## src/rtl/proc_io_pkg.sv

```systemverilog
// Shared helpers for proc_io_bridge. The float word is {sign, biased exponent, normalised mantissa with explicit leading one}.
package proc_io_pkg;
  localparam logic [63:0] F_ZERO = '0;

  function automatic int nbw(input int nbmant, input int nbexpo);
    return nbmant + nbexpo + 1;
  endfunction

  function automatic int expo_bias(input int nbexpo);
    return (1 << (nbexpo - 1)) - 1;
  endfunction

  function automatic int sat_lim(input int nbmant);
    return (1 << (nbmant - 1)) - 1;
  endfunction
endpackage

```

## src/rtl/float2int.sv

```systemverilog
// Float to signed integer, truncating toward zero and saturating to +/-(2^(NBMANT-1)-1).
module float2int import proc_io_pkg::*; #(
  parameter int NBMANT = 19,
  parameter int NBEXPO = 8,
  parameter int NBW    = nbw(NBMANT, NBEXPO)
) (
  input  logic [NBW-1:0]    f,
  output logic [NBMANT-1:0] i
);
  localparam int EOFF = expo_bias(NBEXPO) + NBMANT - 1;
  localparam logic [2*NBMANT-1:0] LIM = (2*NBMANT)'(sat_lim(NBMANT));
  logic                sgn;
  logic [NBEXPO-1:0]   e;
  logic [NBMANT-1:0]   m;
  logic [2*NBMANT-1:0] mag;
  int                  sh;

  assign {sgn, e, m} = f;

  always_comb begin
    sh  = int'(e) - EOFF;
    mag = '0;
    if (e != '0 && m != '0) begin
      if (sh >= NBMANT) mag = LIM;
      else if (sh >= 0) begin
        mag = {{NBMANT{1'b0}}, m} << sh;
        if (mag > LIM) mag = LIM;
      end
      else if (-sh < NBMANT) mag = {{NBMANT{1'b0}}, m >> (-sh)};
    end
    i = sgn ? NBMANT'(-mag) : NBMANT'(mag);
  end
endmodule

```

## src/rtl/int2float.sv

```systemverilog
// Signed integer to float: value = mant * 2^(expo - bias - (NBMANT-1)); zero maps to the all-zero word.
module int2float import proc_io_pkg::*; #(
  parameter int NBMANT = 19,
  parameter int NBEXPO = 8,
  parameter int NBW    = nbw(NBMANT, NBEXPO)
) (
  input  logic [NBMANT-1:0] i,
  output logic [NBW-1:0]    f
);
  localparam int MW = $clog2(NBMANT);
  logic [NBMANT-1:0] mag;
  logic [MW-1:0]     msb;

  always_comb begin
    mag = i[NBMANT-1] ? -i : i;
    msb = '0;
    for (int b = 0; b < NBMANT; b++)
      if (mag[b]) msb = MW'(b);
    f = '0;
    if (mag != '0) begin
      f[NBW-1]           = i[NBMANT-1];
      f[NBW-2 -: NBEXPO] = NBEXPO'(expo_bias(NBEXPO) + int'(msb));
      f[NBMANT-1:0]      = mag << (NBMANT - 1 - int'(msb));
    end
  end
endmodule

```

## src/rtl/proc_io_fifo.sv

```systemverilog
// One input channel: DEPTH-entry circular FIFO with registered occupancy count.
module proc_io_fifo #(
  parameter int W     = 19,
  parameter int DEPTH = 4
) (
  input  logic         clk,
  input  logic         rst,
  input  logic [W-1:0] wdata,
  input  logic         push,
  output logic         ready,
  input  logic         pop,
  output logic [W-1:0] head,
  output logic         empty
);
  localparam int AW = $clog2(DEPTH);
  localparam int CW = $clog2(DEPTH + 1);
  logic [DEPTH-1:0][W-1:0] mem;
  logic [AW-1:0]           wptr, rptr;
  logic [CW-1:0]           count;
  logic                    do_push, do_pop;

  assign ready   = count != CW'(DEPTH);
  assign empty   = count == '0;
  assign do_push = push && ready;
  assign do_pop  = pop && !empty;
  assign head    = mem[rptr];

  always_ff @(posedge clk) begin
    if (rst) begin
      wptr  <= '0;
      rptr  <= '0;
      count <= '0;
    end else begin
      if (do_push) begin
        mem[wptr] <= wdata;
        wptr      <= wptr + 1'b1;
      end
      if (do_pop) rptr <= rptr + 1'b1;
      case ({do_push, do_pop})
        2'b10:   count <= count + 1'b1;
        2'b01:   count <= count - 1'b1;
        default: ;
      endcase
    end
  end
endmodule

```

## src/rtl/proc_io_bridge.sv

```systemverilog
// Multi-channel I/O front end for proc_fl: per-channel input FIFOs read as floats, per-channel output holding registers.
// Optional sticky error flags (err_udf, err_ovf) are built when PROC_IO_ERR_EN is defined.
module proc_io_bridge import proc_io_pkg::*; #(
  parameter int NCH    = 4,
  parameter int NBMANT = 19,
  parameter int NBEXPO = 8,
  parameter int DEPTH  = 4,
  parameter int NBW    = nbw(NBMANT, NBEXPO),
  parameter int NBA    = $clog2(NCH)
) (
  input  logic                  clk,
  input  logic                  rst,
  input  logic [NCH*NBMANT-1:0] in_data,
  input  logic [NCH-1:0]        in_valid,
  output logic [NCH-1:0]        in_ready,
  output logic [NCH*NBMANT-1:0] out_data,
  output logic [NCH-1:0]        out_valid,
  input  logic [NCH-1:0]        out_ready,
  input  logic                  proc_req_in,
  input  logic [NBA-1:0]        proc_addr_in,
  output logic [NBW-1:0]        proc_din,
  input  logic                  proc_out_en,
  input  logic [NBA-1:0]        proc_addr_out,
  input  logic [NBW-1:0]        proc_dout
`ifdef PROC_IO_ERR_EN
  ,
  output logic [NCH-1:0]        err_udf,
  output logic [NCH-1:0]        err_ovf
`endif
);
  logic [NCH-1:0][NBMANT-1:0] head, odata;
  logic [NCH-1:0]             empty, pop, ld;
  logic [NBMANT-1:0]          sel_int, out_int;
  logic [NBW-1:0]             sel_flt;
  logic                       in_ok, out_ok, din_ok;

  assign in_ok  = {1'b0, proc_addr_in}  < (NBA+1)'(NCH);
  assign out_ok = {1'b0, proc_addr_out} < (NBA+1)'(NCH);

  for (genvar k = 0; k < NCH; k++) begin : g_ch
    assign pop[k] = proc_req_in && in_ok && proc_addr_in == NBA'(k);
    assign ld[k]  = proc_out_en && out_ok && proc_addr_out == NBA'(k);
    assign out_data[k*NBMANT +: NBMANT] = odata[k];

    proc_io_fifo #(.W(NBMANT), .DEPTH(DEPTH)) u_fifo (
      .clk   (clk),
      .rst   (rst),
      .wdata (in_data[k*NBMANT +: NBMANT]),
      .push  (in_valid[k]),
      .ready (in_ready[k]),
      .pop   (pop[k]),
      .head  (head[k]),
      .empty (empty[k])
    );
  end

  // Single converter shared by all channels, after the head mux.
  assign din_ok   = in_ok && !empty[proc_addr_in];
  assign sel_int  = din_ok ? head[proc_addr_in] : '0;
  assign proc_din = din_ok ? sel_flt : F_ZERO[NBW-1:0];

  int2float #(.NBMANT(NBMANT), .NBEXPO(NBEXPO)) u_i2f (.i(sel_int), .f(sel_flt));
  float2int #(.NBMANT(NBMANT), .NBEXPO(NBEXPO)) u_f2i (.f(proc_dout), .i(out_int));

  always_ff @(posedge clk) begin
    if (rst) begin
      odata     <= '0;
      out_valid <= '0;
    end else begin
      for (int k = 0; k < NCH; k++) begin
        if (ld[k]) begin
          odata[k]     <= out_int;
          out_valid[k] <= 1'b1;
        end else if (out_ready[k]) begin
          out_valid[k] <= 1'b0;
        end
      end
    end
  end

`ifdef PROC_IO_ERR_EN
  always_ff @(posedge clk) begin
    if (rst) begin
      err_udf <= '0;
      err_ovf <= '0;
    end else begin
      err_udf <= err_udf | (pop & empty);
      err_ovf <= err_ovf | (ld & out_valid & ~out_ready);
    end
  end
`endif
endmodule

```

## config.mk

```make
export PLATFORM = sky130hd
export DESIGN_NAME = proc_io_bridge
export DESIGN_NICKNAME = d
export VERILOG_FILES = /design/src/rtl/proc_io_pkg.sv /design/src/rtl/float2int.sv /design/src/rtl/int2float.sv /design/src/rtl/proc_io_fifo.sv /design/src/rtl/proc_io_bridge.sv
export SDC_FILE = /design/constraint.sdc
export NUM_CORES = 1
export LEC_CHECK = 0
export ABC_AREA = 1
export ABC_CLOCK_PERIOD_IN_PS = 15750
export CAP_MARGIN = 20
export CORE_ASPECT_RATIO = 0.7
export CORE_UTILIZATION = 45
export CTS_CLUSTER_SIZE = 40
export DETAILED_ROUTE_END_ITERATION = 8
export PLACE_DENSITY = 0.76
export SETUP_SLACK_MARGIN = 0.2
export SLEW_MARGIN = 20
export SYNTH_ARGS = -nofsm -noshare
export SYNTH_HDL_FRONTEND = slang
export SYNTH_SLANG_ARGS = --single-unit
```

## constraint.sdc

```tcl
create_clock -name clk -period 15.75 [get_ports clk]
set_clock_uncertainty 0.2 [all_clocks]
set_input_delay 2.3625 -clock clk [delete_from_list [all_inputs] [get_ports clk]]
set_output_delay 2.3625 -clock clk [all_outputs]
set_load 0.05 [all_outputs]
```

==> out/qor.csv, run 1 <==
metric,value,unit
# Post-CTS Setup Buffers,0,
slowest CP cell,clkdlybuf4s50_1,
IO Pins,232,
crit path capture type,primary output,
DR pass1 iterations,8,
root buffer cell,clkbuf_16,
Die Width,268,um
DPL Wire Length,48.6,mm
wire length of the first global-routing pass,103,mm
GP Congestion,1.06,
pwr dens,140,nW/um^2
GRT Overall Usage,26.3,%
synthesized flop and latch total,412,
Setup-failing EPs final,0,
# DRC,0,
hold crit path type,flip-flop to flip-flop,
DRT antenna net count,0,
Leak Pwr,10.8,nW
CTS H-tree lvls,2,
initial antenna violation count,2,
final worst setup slack,3.46,ns
Synth Flop Type,edfxtp_1,
quantity of hold-fixing buffers added after cts,0,
grt ovf,0,
nets@finish,3025,
post-synth top area share,41.0,%
Final Hold Fails,0,
Worst slew margin,32.8,%
Mapped Area,22300,sq um
Post-Syn Nets,2852,
die extent in y,188,um
setup_tns,0,ns
Clock Pin Slew Worst Setup and Hold Paths,0.06,ns
WP data required,13.19,ns
Syn Area/Cell,8.27,sq um
crit-path max FO,43,
post-route minimum period,12.29,ns
register area share after synthesis,50.7,%
Via density,5.57,
cell taking the most area after synthesis,edfxtp_1,
Avg WL per Cell,18.9,um
share of cells above drive strength 1,5.87,%
fraction of registers with async set/reset,0,%
aggregate routed wire length,67.3,mm
Skew-Pair Late Insertion Delay,0.55,ns
crit share post-route,78.0,%
Worst Path Arrival,9.72,ns
"commonest cells after routing, fill and taps aside","nand2_1 (623), nor2_1 (332), edfxtp_1 (304), nand3_1 (284), inv_1 (241)",
Final Max Tran Viols,0,
DP Area,25000,sq um
"most used cell, CP",nand2_1,
total die area,50400,sq um
Slew @ Worst Pin,1.00,ns
Worst Setup Start Kind,primary input,
CTS sink count,412,
Max VDD drop,0.208,mV
Synth Warn #,0,
pin count of the biggest net entering global routing,45,
Area contributors post-synth,"edfxtp_1 (41%), nand2_1 (11%), dfxtp_1 (9.7%), nand3_1 (6.4%), nor2_1 (5.6%)",
max-cap viol count,0,
RSZ-0062 raised after global routing,false,
Via Count,19787,
I/O Buffers,231,
synth unique cells,56,
max incr delay on CP,0.80,ns
vias in the first global route,18278,
"most common cell after layout, fill and taps aside",nand2_1,
total core area,48400,sq um
outcome,"complete, no violations",
row count,67,
Finished Cell Area,26400,sq um
CTS max path bufs,3,
Post-synth EDFFs,304,
total CTS buffers,41,
FMAX,0.0814,GHz
Pwr Total,3.69,mW
Iter 0 DRT Violations,2420,
Initial Utilization,46.0,%
cells after synthesis,2692,
CTS tree,yes,
pre-CTS setup slack,3.72,ns
area grow syn2layout,18.5,%
quantity of gates resized following cts,0,
kind of critical path,primary input to primary output,
-- stage by stage --
stage / utilization [%] / std cells / hold slack [ns]
global placement: 51.6 / 3477 / 0.237
global route: 54.5 / 3551 / 0.285
floorplan: - / 2692 / 0.222
detailed placement: 51.6 / 3477 / 0.242
finish: 54.5 / 3551 / 0.248
CTS: 54.5 / 3550 / 0.251
-- sequential cells by signal, indices dropped and copies added, names as in the netlist --
name               cells
g_ch.u_fifo.count     12
g_ch.u_fifo.mem      304
g_ch.u_fifo.rptr       8
g_ch.u_fifo.wptr       8
out_data              76
out_valid              4
-- cell families after synthesis --
group	synth area share, %
XOR/XNOR	1.17
multiplexers	0.141
AO/OA/AOI/OAI	12.6
flip-flops	50.7
AND/OR/NAND/NOR	25.4
adder cells (fa/ha/maj)	2.38
buffers and inverters	7.58
-- cell usage after synthesis (all sizes together) (7+ instances only) --
cell / instances
buf: 76
nor3: 14
nand2: 639
nand3: 286
o21bai: 16
nor2: 340
edfxtp: 304
nor4: 7
nand3b: 9
o21ai: 270
inv: 262
nand4: 26
a21oi: 81
o211ai: 42
ha: 36
clkbuf: 57
o21a: 23
xor2: 19
o221ai: 24
dfxtp: 108
o22ai: 18
-- path summary, 6_finish.rpt --
check	slack, ns	cells past startpoint	endpoint	startpoint
worst max-delay path	3.46	38	proc_din[18]	proc_addr_in[0]
worst min-delay path	0.25	1	g_ch[1].u_fifo.count[0]$_SDFFE_PP0P_	g_ch[1].u_fifo.count[0]$_SDFFE_PP0P_
worst max register to register	12.89	11	g_ch[2].u_fifo.count[2]$_SDFFE_PP0P_	g_ch[2].u_fifo.count[0]$_SDFFE_PP0P_
worst min register to register	0.25	1	g_ch[1].u_fifo.count[0]$_SDFFE_PP0P_	g_ch[1].u_fifo.count[0]$_SDFFE_PP0P_
-- area by class of cell --
cell class              instances  area, sq um
diodes                          1         2.50
clock buffers                  55         1120
clock inverters                18          275
fillers                      4277        22000
inverters                     268         1010
multi-input cells            1879         9300
flip-flops and latches        412        11300
well taps                     655          820
repair buffers                263         2550
-- power by group --
group | switching, mW | internal, mW
clock network | 0.417 | 0.603
registers | 0.0140 | 1.20
logic | 1.02 | 0.425
-- per-layer routing --
| metal | vias up | GRT usage (%) | share of wire (%) |
|---|---|---|---|
| li1 | 9436 | - | - |
| met1 | 9343 | 39.7 | 46 |
| met4 | 2 | 5.54 | 1.9 |
| met5 | - | 0 | 0.016 |
| met3 | 92 | 7.59 | 11 |
| met2 | 914 | 37.0 | 41 |
-- worst max-delay path: cells and delay by family --
kind	cells	cell delay, ns
buffers and inverters	6	2.61
adders and majority gates	2	1.00
and+or+nand+nor	29	3.52
AOI/OAI and AO/OA	1	0.17
Note: power is estimated with default switching activity, not from simulation.
==> run 2: changes to the inputs <==
--- a/config.mk
+++ b/config.mk
@@ -6,7 +6,7 @@
 export NUM_CORES = 1
 export LEC_CHECK = 0
 export ABC_AREA = 1
-export ABC_CLOCK_PERIOD_IN_PS = 15750
+export ABC_CLOCK_PERIOD_IN_PS = 12350
 export CAP_MARGIN = 20
 export CORE_ASPECT_RATIO = 0.7
 export CORE_UTILIZATION = 45
==> constraint.sdc (replaced) <==
create_clock -name clk -period 12.35 [get_ports clk]
set_clock_uncertainty 0.2 [all_clocks]
set_input_delay 1.8525 -clock clk [delete_from_list [all_inputs] [get_ports clk]]
set_output_delay 1.8525 -clock clk [all_outputs]
set_load 0.05 [all_outputs]
==> out/qor.csv, run 2 (synthesis results as in run 1) <==
metric,value,unit,change
outcome,"complete, no violations",,
total core area,48400,sq um,unchanged
Slew @ Worst Pin,1.15,ns,+0.148 ns
Final Hold Fails,0,,unchanged
Setup-failing EPs final,0,,unchanged
# Post-CTS Setup Buffers,0,,unchanged
row count,67,,unchanged
max-cap viol count,0,,unchanged
share of cells above drive strength 1,5.90,%,+0.033 points
DR pass1 iterations,6,,-2
GP Congestion,1.02,,-4.5%
FF-to-FF path depth,11,,unchanged
Max VDD drop,0.264,mV,+27%
DPL Wire Length,48.9,mm,+0.67%
Worst Path Arrival,9.13,ns,-0.59 ns
Routed met2 length,28.3,mm,+3.1%
Worst Setup Start Kind,primary input,,
total CTS buffers,41,,unchanged
critical path capture point,proc_din[17],,
Initial Utilization,46.0,%,unchanged
pwr dens,176,nW/um^2,+26%
grt ovf,0,,unchanged
aggregate routed wire length,68.2,mm,+1.3%
kind of critical path,primary input to primary output,,
Worst slew margin,22.9,%,-9.9 points
final worst setup slack,1.17,ns,-2.30 ns
top sig layer,met5,,
CTS tree,yes,,
crit-path max FO,27,,-37%
DRT antenna net count,0,,unchanged
Post-Route Utilization,54.3,%,-0.15 points
"most common cell after layout, fill and taps aside",nand2_1,,
GRT Overall Usage,26.6,%,+0.30 points
RSZ-0062 raised after global routing,false,,
Largest register FFs,304,,unchanged
CTS max path bufs,3,,unchanged
worst r2r src,g_ch[2].u_fifo.count[0]$_SDFFE_PP0P_,,
Avg WL per Cell,19.2,um,+1.3%
setup_tns,0,ns,unchanged
FMAX,0.0894,GHz,
pin count of the biggest net entering global routing,51,,+13%
CTS H-tree lvls,2,,unchanged
FF+latch area,11300,sq um,unchanged
CTS sink count,412,,unchanged
Iter 0 DRT Violations,2537,,+4.8%
die extent in y,188,um,unchanged
quantity of hold-fixing buffers added after cts,0,,unchanged
"commonest cells after routing, fill and taps aside","nand2_1 (623), nor2_1 (332), edfxtp_1 (304), nand3_1 (284), inv_1 (241)",,
Leak Pwr,10.8,nW,-0.24%
post-route minimum period,11.18,ns,
Setup crit start,proc_addr_in[0],,
wire length on met1,31.1,mm,+0.62%
worst hold start,g_ch[1].u_fifo.count[0]$_SDFFE_PP0P_,,
WP data required,10.30,ns,-2.89 ns
R2R Setup Slk,9.56,ns,-3.33 ns
initial antenna violation count,4,,+2
"most used cell, CP",nand2_1,,
Top reg by flops,g_ch.u_fifo.mem,,
Die Width,268,um,unchanged
crit path capture type,primary output,,
root buffer cell,clkbuf_16,,
wire length of the first global-routing pass,104,mm,+1.0%
area grow syn2layout,18.1,%,
total die area,50400,sq um,unchanged
pre-CTS setup slack,1.41,ns,-2.31 ns
vias in the first global route,18538,,+1.4%
hold_ws,0.261,ns,+0.0125 ns
IO Pins,232,,unchanged
# DRC,0,,unchanged
I/O Buffers,231,,unchanged
quantity of gates resized following cts,0,,unchanged
Clock Pin Slew Worst Setup and Hold Paths,0.05,ns,about the same
hold crit path type,flip-flop to flip-flop,,
Fill cells,4306,,+0.68%
crit share post-route,90.6,%,
max incr delay on CP,0.81,ns,about the same
Skew-Pair Late Insertion Delay,0.55,ns,about the same
Via density,5.60,,+0.58%
Final Max Tran Viols,0,,unchanged
Multi-input gate area,9300,sq um,unchanged
Via Count,19919,,+0.67%
Reg2Reg Capture Point,g_ch[2].u_fifo.count[2]$_SDFFE_PP0P_,,
nets@finish,3024,,-0.033%
Met3 Routed Length,7.49,mm,-0.68%
slowest CP cell,clkdlybuf4s50_1,,
-- run 2: cell types whose count changed in the layout (fill, tap and decap cells not counted), moves of 2 or more --
cell	change
bufinv_16	-4
diode_2	+2
clkinvlp_4	-2
clkinv_8	+2
clkinv_1	+3
clkinv_2	+7
clkbuf_1	-3
-- run 2: worst max-delay path, delay by kind of cell --
kind | cells | cell delay, ns
adder cells (fa/ha/maj) | 1 | 0.77
buffers and inverters | 7 | 2.93
AND/OR/NAND/NOR | 29 | 3.48
AO/OA/AOI/OAI | 1 | 0.09
-- run 2: layout make-up --
class,count,area share (%)
repair buffers,262,9.66
multi-input cells,1879,35.4
clock buffers,51,4.16
flip-flops and latches,412,42.9
inverters,268,3.85
diodes,3,0.0286
well taps,655,3.12
clock inverters,24,0.871
-- run 2: how the worst min path moves through the flow --
stage	to	depth (start not counted)
CTS	g_ch[1].u_fifo.count[0]$_SDFFE_PP0P_	1
global placement	g_ch[1].u_fifo.count[0]$_SDFFE_PP0P_	1
detailed placement	g_ch[1].u_fifo.count[0]$_SDFFE_PP0P_	1
floorplan	g_ch[1].u_fifo.count[0]$_SDFFE_PP0P_	1
global route	g_ch[1].u_fifo.count[0]$_SDFFE_PP0P_	1
finish	g_ch[1].u_fifo.count[0]$_SDFFE_PP0P_	1
-- run 2: metrics by stage --
step                      power (mW)  std cells  instance area [sq um]
after detailed placement        3.40       3476                  25000
final                           4.64       3554                  26300
after global placement          3.39       3476                  25000
after CTS                       4.63       3551                  26300
after floorplan                 2.86       2692                  22300
after global routing            4.85       3554                  26300
-- run 2: power by group --
part | leakage, nW | internal (mW) | switching [mW]
logic | 6.49 | 0.543 | 1.31
clock network | 0.649 | 0.682 | 0.550
registers | 3.65 | 1.54 | 0.0189
total | 10.8 | 2.76 | 1.88
-- run 2: layer usage --
layer	GRT usage, %	vias up
met5	0	-
met4	5.78	2
met3	6.80	81
met2	37.4	946
met1	40.6	9445
li1	-	9445
==> run 3: changes to the inputs <==
--- a/config.mk
+++ b/config.mk
@@ -6,7 +6,7 @@
 export NUM_CORES = 1
 export LEC_CHECK = 0
 export ABC_AREA = 1
-export ABC_CLOCK_PERIOD_IN_PS = 12350
+export ABC_CLOCK_PERIOD_IN_PS = 12300
 export CAP_MARGIN = 20
 export CORE_ASPECT_RATIO = 0.7
 export CORE_UTILIZATION = 45
==> constraint.sdc (replaced) <==
create_clock -name clk -period 12.3 [get_ports clk]
set_clock_uncertainty 0.2 [all_clocks]
set_input_delay 1.845 -clock clk [delete_from_list [all_inputs] [get_ports clk]]
set_output_delay 1.845 -clock clk [all_outputs]
set_load 0.05 [all_outputs]
==> out/qor.csv, run 3 (synthesis results as in run 1) <==
metric,value,unit,change
combinational power share,40.1,%,+0.2 points
area grow syn2layout,18.1,%,about the same
CTS max path bufs,3,,unchanged
WP data required,10.26,ns,-0.04 ns
crit path capture type,primary output,,
crit share post-route,89.6,%,
Slew @ Worst Pin,0.970,ns,-0.182 ns
Leak Pwr,10.8,nW,about the same
kind of critical path,primary input to primary output,,
# Post-CTS Setup Buffers,0,,unchanged
root buffer cell,clkbuf_16,,
grt ovf,0,,unchanged
Reg2Reg Capture Point,g_ch[2].u_fifo.count[2]$_SDFFE_PP0P_,,
Initial Utilization,46.0,%,unchanged
Clock Pin Slew Worst Setup and Hold Paths,0.06,ns,about the same
worst hold start,out_valid[2]$_SDFFE_PP0P_,,
nets@finish,3026,,+0.066%
max incr delay on CP,0.82,ns,about the same
aggregate routed wire length,67.1,mm,-1.5%
"most common cell after layout, fill and taps aside",nand2_1,,
CTS H-tree lvls,2,,unchanged
internal power,2.76,mW,about the same
vias in the first global route,18599,,+0.33%
Worst Setup Start Kind,primary input,,
WHS Path Cells,2,,+1
CTS tree,yes,,
Via density,5.59,,-0.29%
switch share,40.6,%,+0.16 points
Final Max Tran Viols,0,,unchanged
hold crit path type,flip-flop to flip-flop,,
RSZ-0062 raised after global routing,false,,
initial antenna violation count,5,,+1
outcome,"complete, no violations",,
Setup-failing EPs final,0,,unchanged
setup_tns,0,ns,unchanged
worst r2r src,g_ch[2].u_fifo.count[1]$_SDFFE_PP0P_,,
DR pass1 iterations,6,,unchanged
Top reg by flops,g_ch.u_fifo.mem,,
Hold EP,out_valid[2]$_SDFFE_PP0P_,,
slowest CP cell,clkdlybuf4s50_1,,
die extent in y,188,um,unchanged
Skew-Pair Late Insertion Delay,0.58,ns,+0.03 ns
Post-Route Utilization,54.3,%,about the same
clock share of power,26.4,%,-0.2 points
Worst slew margin,35.2,%,+12 points
Seq pwr share,33.6,%,about the same
total die area,50400,sq um,unchanged
pwr dens,177,nW/um^2,+0.31%
Final Hold Fails,0,,unchanged
final std cells w/o fill,3556,,+0.056%
quantity of hold-fixing buffers added after cts,0,,unchanged
FF-to-FF path depth,11,,unchanged
row count,67,,unchanged
DPL Wire Length,47.9,mm,-2.1%
"most used cell, CP",nand2_1,,
Die Width,268,um,unchanged
placed cell count,3478,,+0.058%
GRT Overall Usage,26.3,%,-0.31 points
wire length of the first global-routing pass,103,mm,-1.2%
GP Congestion,1.02,,-0.12%
crit-path max FO,26,,-3.7%
IO Pins,232,,unchanged
total core area,48400,sq um,unchanged
CTS sink count,412,,unchanged
DRT antenna net count,0,,unchanged
Worst Path Arrival,8.98,ns,-0.15 ns
max-cap viol count,0,,unchanged
"commonest cells after routing, fill and taps aside","nand2_1 (623), nor2_1 (332), edfxtp_1 (304), nand3_1 (284), inv_1 (241)",,
Avg WL per Cell,18.9,um,-1.6%
share of cells above drive strength 1,5.80,%,-0.11 points
quantity of gates resized following cts,0,,unchanged
switching power,1.89,mW,+0.69%
# DRC,0,,unchanged
pin count of the biggest net entering global routing,50,,-2.0%
I/O Buffers,231,,unchanged
Pwr Total,4.65,mW,+0.29%
Via Count,19872,,-0.24%
post-route minimum period,11.02,ns,
Max VDD drop,0.291,mV,+10%
total CTS buffers,41,,unchanged
Largest register FFs,304,,unchanged
Iter 0 DRT Violations,2333,,-8.0%
R2R Setup Slk,9.27,ns,-0.29 ns
FMAX,0.0907,GHz,
## run 3: cell types whose count changed in the layout (fill, tap and decap cells not counted)
cell	change
inv_16	+1
bufinv_16	-1
clkbuf_1	+6
buf_4	+2
inv_6	-1
clkbuf_8	+1
diode_2	+1
clkinv_2	-5
clkinv_1	-2
clkinv_4	+1
clkinv_8	-1
## run 3: cell type report
type | instances | area, sq um
clock inverter | 16 | 170
sequential | 412 | 11300
inverter | 268 | 1010
antenna | 4 | 10.0
fill | 4340 | 22100
clock buffer | 58 | 1130
tap | 655 | 820
multi-input combinational | 1879 | 9300
timing repair buffer | 264 | 2550
## run 3: how the worst max path moves through the flow
stage / start / endpoint / cells after the start
final: proc_addr_in[0] / proc_din[18] / 38
after global routing: proc_addr_in[0] / proc_din[18] / 38
after CTS: proc_addr_in[0] / proc_din[18] / 38
after detailed placement: proc_addr_in[0] / proc_din[18] / 38
after global placement: proc_addr_in[0] / proc_din[18] / 38
after floorplan: proc_addr_in[0] / proc_din[12] / 34
## run 3: per-stage QoR
step | instance area [sq um] | setup slack (ns) | hold slack, ns
3_5_place_dp | 25000 | 1.47 | 0.258
4_1_cts | 26300 | 1.43 | 0.270
3_3_place_gp | 25000 | 1.49 | 0.239
5_1_grt | 26300 | 0.645 | 0.289
2_1_floorplan | 22300 | 3.92 | 0.222
6_report | 26300 | 1.28 | 0.265
## run 3: per-layer routing
layer  GRT usage [%]  vias to the layer above  wire length (um)
li1                -                     9433                 -
met1            39.8                     9463             30500
met2            37.8                      885             28200
met3            5.49                       89              7040
met4            6.77                        2              1410
met5               0                        -                11
## run 3: power groups by stage
stage / sequential, mW / combinational [mW] / clock, mW
6_report: 1.56 / 1.86 / 1.23
5_1_grt: 1.56 / 2.01 / 1.30
4_1_cts: 1.56 / 1.83 / 1.25
3_5_place_dp: 1.59 / 1.83 / 0
3_3_place_gp: 1.59 / 1.82 / 0
2_1_floorplan: 1.64 / 1.24 / 0
## run 3: critical path: cells and delay by family
kind | cells | cell delay (ns)
adders and majority gates | 1 | 0.75
AOI/OAI and AO/OA | 1 | 0.12
buffers and inverters | 6 | 2.80
and+or+nand+nor | 30 | 3.42
